File: config.mk
export PLATFORM = sky130hd
export DESIGN_NAME = alu_share_arbiter
export DESIGN_NICKNAME = d
export VERILOG_FILES = /design/src/rtl/alu_share_arbiter.sv
export SDC_FILE = /design/constraint.sdc
export NUM_CORES = 1
export LEC_CHECK = 0
export BUFFER_PORTS_ARGS = -buffer_cell sky130_fd_sc_hd__buf_2
export CORE_AREA = 2 2 233 235
export CTS_CLUSTER_DIAMETER = 80
export DETAILED_ROUTE_END_ITERATION = 8
export DIE_AREA = 0 0 235 237
export GPL_TIMING_DRIVEN = 0
export PLACE_DENSITY = 0.36
export SYNTH_ARGS = -nofsm -noshare
export SYNTH_HDL_FRONTEND = slang
export SYNTH_SLANG_ARGS = --single-unit
File: constraint.sdc
create_clock -name clk -period 3 [get_ports clk]
set_input_delay 0 -clock clk [delete_from_list [all_inputs] [get_ports clk]]
set_output_delay 0 -clock clk [all_outputs]
set_load 0.03 [all_outputs]
File: src/rtl/alu_share_arbiter.sv
// rtl/alu_share_arbiter.sv - round-robin share of one single-cycle ALU between two requesters
// Each requester owns a registered response slot so a stalled consumer never blocks the other port.
module alu_share_arbiter #(
  parameter int XLEN = 32,
  parameter int IN_W = 160,
  parameter int ID_W = 3
) (
  input  logic                 clk,
  input  logic                 rst,
  input  logic [1:0]           req_valid,
  output logic [1:0]           req_ready,
  input  logic [2*IN_W-1:0]    req_inputs,
  input  logic [2*ID_W-1:0]    req_id,
  output logic                 alu_new_req,
  output logic [IN_W-1:0]      alu_inputs,
  output logic [ID_W-1:0]      alu_id,
  input  logic [XLEN-1:0]      alu_rd,
  input  logic                 alu_done,
  output logic [1:0]           rsp_valid,
  input  logic [1:0]           rsp_ready,
  output logic [2*XLEN-1:0]    rsp_data,
  output logic [2*ID_W-1:0]    rsp_id,
  output logic                 grant_err
);

  logic [1:0]        rsp_valid_q, rsp_valid_d;
  logic [2*XLEN-1:0] rsp_data_q,  rsp_data_d;
  logic [2*ID_W-1:0] rsp_id_q,    rsp_id_d;
  logic              last_grant_q, last_grant_d;
  logic              grant_err_q,  grant_err_d;

  logic [1:0] elig;
  logic [1:0] grant;

  // A slot that is being drained this cycle is free for a new capture.
  always_comb begin
    elig  = req_valid & (~rsp_valid_q | rsp_ready);
    grant = 2'b00;
    if (!rst) begin
      case (elig)
        2'b01:   grant = 2'b01;
        2'b10:   grant = 2'b10;
        2'b11:   grant = last_grant_q ? 2'b01 : 2'b10;
        default: grant = 2'b00;
      endcase
    end
  end

  always_comb begin
    req_ready   = grant;
    alu_new_req = |grant;
    alu_inputs  = grant[1] ? req_inputs[2*IN_W-1:IN_W] : req_inputs[IN_W-1:0];
    alu_id      = grant[1] ? req_id[2*ID_W-1:ID_W]     : req_id[ID_W-1:0];
  end

  always_comb begin
    rsp_valid_d = rsp_valid_q;
    rsp_data_d  = rsp_data_q;
    rsp_id_d    = rsp_id_q;
    for (int i = 0; i < 2; i++) begin
      if (grant[i]) begin
        rsp_valid_d[i]               = 1'b1;
        rsp_data_d[i*XLEN +: XLEN]   = alu_rd;
        rsp_id_d[i*ID_W +: ID_W]     = alu_id;
      end else if (rsp_valid_q[i] && rsp_ready[i]) begin
        rsp_valid_d[i] = 1'b0;
      end
    end
    last_grant_d = (|grant) ? grant[1] : last_grant_q;
    grant_err_d  = grant_err_q | (alu_done != alu_new_req);
  end

  always_ff @(posedge clk) begin
    if (rst) begin
      rsp_valid_q  <= 2'b00;
      rsp_data_q   <= '0;
      rsp_id_q     <= '0;
      last_grant_q <= 1'b1;
      grant_err_q  <= 1'b0;
    end else begin
      rsp_valid_q  <= rsp_valid_d;
      rsp_data_q   <= rsp_data_d;
      rsp_id_q     <= rsp_id_d;
      last_grant_q <= last_grant_d;
      grant_err_q  <= grant_err_d;
    end
  end

  always_comb begin
    rsp_valid = rsp_valid_q;
    rsp_data  = rsp_data_q;
    rsp_id    = rsp_id_q;
    grant_err = grant_err_q;
  end

endmodule
Yosys cells after proc, flatten, opt, wreduce, memory -nomap -nowiden
Cells that the tools add are included.
W data, S select, Z words.

storage, ports and cells
  word-level logic and storage cells = 30
  bits of input ports = 365
  output and inout port bits = 239
  register bits = 74

operators by class
  reduce and logical (&&, ||, !) cells = 5
  eq/ne operators = 4
  mux-type cells = 9
  bitwise gates (word level) = 4

operators with widths
  kind                  number
  $mux W160             1
  $pmux W2 S3           1
  $eq A2 B2 Y1 const B  2
  $mux W1               4
  $mux W2               2
  $reduce_bool A2 Y1    2
  $mux W3               1
  $and A2 B2 Y2         1
  $eq A2 B1 Y1 const B  1
  $logic_and A1 B1 Y1   2
  $not A2 Y2            1
  $or A2 B2 Y2          1
  $reduce_or A2 Y1      1
  $ne A1 B1 Y1          1
  $or A1 B1 Y1          1

Logic depth before layout (Yosys ltp)
  depth in word-level cells = 9
  gate-level depth with buffers = 6
  gate-level depth less buffers = 3

Worst setup path after synthesis
OpenSTA, ideal clock, no wires.

  path kind = register to output
  start point = register rsp_valid_q[0] (netlist: rsp_valid[0])
  end point = output port alu_id[1]
  setup slack = 1316 ps
  arrival time = 1684 ps
  cell stages (with the launch flop) = 6
  buffers on the path = 2
  path through = dfxtp_1 and2b_4 o2111ai_4 buf_6 buf_6 mux2_1

between the ends
  word-level cells in the longest chain between the ends = 7

ends and longest elaborated chain
  item                                          RTL line  RTL
  from (decl)                                   26        logic [1:0] rsp_valid_q, rsp_valid_d;
  from (signal assigned)                        81        rsp_valid_q <= rsp_valid_d;
  $not A2 Y2 (*)                                37        elig = req_valid & (~rsp_valid_q | rsp_ready);
  $or A2 B2 Y2 (*)                              37
  $and A2 B2 Y2 (*)                             37
  $eq A2 B2 Y1 or $eq A2 B1 Y1 (tied branches)  40        case (elig)
  $pmux W2 S3 (*)                               40
  $mux W2 (*)                                   39        if (!rst) begin
  $mux W3 (*)                                   53        alu_id = grant[1] ? req_id[2*ID_W-1:ID_W] : req_id[ID_W-1:0];
  to (decl)                                     16        output logic [ID_W-1:0] alu_id,

Every way passes the cells marked *; elsewhere a longest branch is shown, timed or not.

Final worst setup path
Same ends and word-level chain as after synthesis.

==> impl_metrics.tcl <==
set metrics [dict create \
    yosysSeqAreaShare_pct 27.2 \
    core_area_sq_um 53300 \
    worstPathArrival_ns 2.37 \
    cts_repair_resize_count 0 \
    fmax_ghz 0.421 \
    switchingPower_w 0.00152 \
    finalCriticalPeriod_ns 2.37 \
    worstMarginPinSlew_ns 0.791 \
    power_density_nw_per_um2 392 \
    cts_buffer_depth 2 \
    instances_no_fill 1859 \
    critPathMaxStageDelay_ns 0.49 \
    final_cell_mix "buf_2, mux2_4, nand2_1, dfxtp_1, mux2i_1" \
    totalWireLength_um 45200 \
    io_pins 604 \
    synth_xor_area_share_pct 0 \
    rows 85 \
    cts_tree "built" \
    slew_violations 0 \
    final_common_cell "buf_2" \
    drt_iter0_markers 240 \
    switching_share_pct 38.5 \
    die_w_um 235 \
    rsz0062_at_grt "no" \
    synthSimpleGateAreaFrac_pct 8.43 \
    ys.flop_type "dfxtp_1" \
    dp_hpwl_um 41100 \
    clock_power_share_pct 27.5 \
    synth_edf_count 0 \
    initial_utilization_pct 10.2 \
    avgSynthCellArea_sq_um 11.4 \
    status "complete, no violations" \
    min_path_type "input port to flop" \
    crit_path_end_kind "output port" \
    synth_top_family_by_area "multiplexers" \
    yosysWarnings 0 \
    synth.distinct_cells 31 \
    cp_common_cell "buf_6" \
    maxCapViolCount 0 \
    dr.pass1.iters 4 \
    crit_type "flop to output port" \
    synth_mux_area_share_pct 54.4 \
    htreeDepth 3 \
    io_buffers 603 \
    fin_worst_skew_ns 0.00515 \
    grt.total_usage_pct 15.4 \
    critical_path_required_ns 3.00 \
    yosysTopAreaCellShare_pct 33.6 \
    synth_fp_nets 842 \
    drive_above_1_share_pct 71.2 \
    irDropWorstVdd_v 0.000282 \
    grt_overflow 0 \
    synth_seq_cells 74 \
    vias_per_cell 3.54 \
    finalCritPeriodShare_pct 79.1 \
    path_clk_slew_ns 0.06 \
    grt_max_degree 13 \
    p_leak_nw 5.53 \
    grt_pass1_vias 6588 \
    dieArea_sq_um 55700 \
    setup_viol_count_final 0 \
    comb_power_share_pct 44.9 \
    synth_adder_area_share_pct 0 \
    grt_first_pass_wirelength_um 57700 \
    finalSetupTns_ns 0 \
    insertion_delay_ns 0.35 \
    cts_made_buffers 9 \
    synth_cells 477 \
    internal_power_w 0.00244 \
    ys_async_sr_fraction_pct 0 \
    crit_chain "and2b_4 > o2111ai_4 > buf_6 > buf_6 > mux2_1 > buf_2" \
    start_kind "flop" \
    netlist_top_cells_area "mux2_4, dfxtp_1, mux2i_1, mux2_2, nand2_1" \
    final_nets 1497 \
    post_cts.repair.setup_buffers 0 \
    drtAntennaViolNets 0 \
    relSlewSlack_pct 47.2 \
    syn_to_final_growth_pct 85.4 \
    synth_area_sq_um 5450 \
    synth_compound_area_share_pct 2.48 \
    seq_power_share_pct 27.6 \
    path_max_fanout 10 \
    place_congestion 0.884 \
    antenna_found_initial 87 \
    remaining_drc_errors 0 \
    clkSinkCount 74 \
    clock-root-buffer "clkbuf_16" \
    die_h_um 237 \
    dpl.cell_count 1776 \
    cp_slowest_cell "o2111ai_4" \
    vias 6574 \
    wl_per_cell_um 24.3 \
    yosys.area.top_type "mux2_4" \
    hold_viol_final 0 \
]
final cells by class:
type / count / area, sq um
Fill cell: 6053 / 43200
Sequential cell: 74 / 1480
Timing Repair Buffer: 644 / 3430
Tap cell: 696 / 871
Clock inverter: 5 / 56.3
Clock buffer: 10 / 229
Inverter: 5 / 18.8
Antenna cell: 27 / 67.6
Multi-Input combinational cell: 361 / 3560
Buffer: 37 / 389
synth_stat cells, types with 3 or more instances:
| cell | instances |
|---|---|
| mux2i_1 | 67 |
| nand2_1 | 106 |
| mux2_2 | 37 |
| buf_1 | 3 |
| buf_6 | 3 |
| clkbuf_1 | 7 |
| buf_4 | 5 |
| buf_12 | 11 |
| nand2b_1 | 4 |
| inv_1 | 4 |
| dfxtp_1 | 74 |
| mux2_1 | 4 |
| o211a_1 | 3 |
| o22ai_1 | 3 |
| buf_2 | 6 |
| mux2_4 | 122 |
power by group through the flow:
stage                     combinational [W]  clock, W  sequential (W)
after floorplan                    0.000959         0         0.00125
after global placement              0.00175         0         0.00111
after detailed placement            0.00175         0         0.00111
after CTS                           0.00180   0.00114         0.00109
after global routing                0.00187   0.00118         0.00110
final                               0.00178   0.00109         0.00109
critical path, delay by kind of cell, from the launching register on:
kind / cells / cell delay, ns
and+or+nand+nor: 1 / 0.19
muxes: 1 / 0.37
AOI/OAI and AO/OA: 1 / 0.49
buffers and inverters: 3 / 0.63
DFF: 1 / 0.32
metrics by stage:
| step | util [%] | area, sq um | hold slack (ns) | worst slack [ns] | total power, W |
|---|---|---|---|---|---|
| floorplan | - | 5450 | 0.0691 | 1.32 | 0.00221 |
| global placement | 17.5 | 9340 | 0.260 | 0.984 | 0.00286 |
| detailed placement | 17.5 | 9340 | 0.265 | 0.932 | 0.00287 |
| CTS | 18.8 | 10000 | 0.0368 | 0.531 | 0.00404 |
| global route | 18.9 | 10100 | 0.0997 | 0.478 | 0.00415 |
| finish | 19.0 | 10100 | 0.0639 | 0.627 | 0.00396 |
flip-flops by register name (all words and copies together) (netlist names):
register      count
rsp_valid         2
rsp_data         64
grant_err         1
last_grant_q      1
rsp_id            6
metal layers:
metal  routed length (um)  part of all wire, %  global-route usage (%)  vias to the layer above
li1                     -                    -                       -                     3007
met1                15000                   33                    14.3                     2925
met5                  390                 0.86                       0                        -
met3                 8440                   19                    14.2                      148
met2                19000                   42                    23.3                      430
met4                 2390                  5.3                    6.79                       64
path summary, 6_finish.rpt:
| kind | from | to | depth (start not counted) | slack [ns] |
|---|---|---|---|---|
| max | rsp_valid[0] | alu_id[1] | 6 | 0.63 |
| min | rsp_ready[1] | last_grant_q | 4 | 0.06 |
| max reg2reg | rsp_valid[0] | rsp_id[3] | 5 | 1.33 |
| min reg2reg | rsp_data[15] | rsp_data[15] | 2 | 0.45 |
what timing repair did:
item,4_1_cts,5_1_grt
hold buffers,41,0
hold endpoints to repair,74,0
endpoints found under the setup margin,0,0
logic make-up after synthesis:
family          after synthesis
buf+inv                      42
flops                        74
mux                         230
compound gates               15
simple gates                116
(Power assumes the default switching activity.)
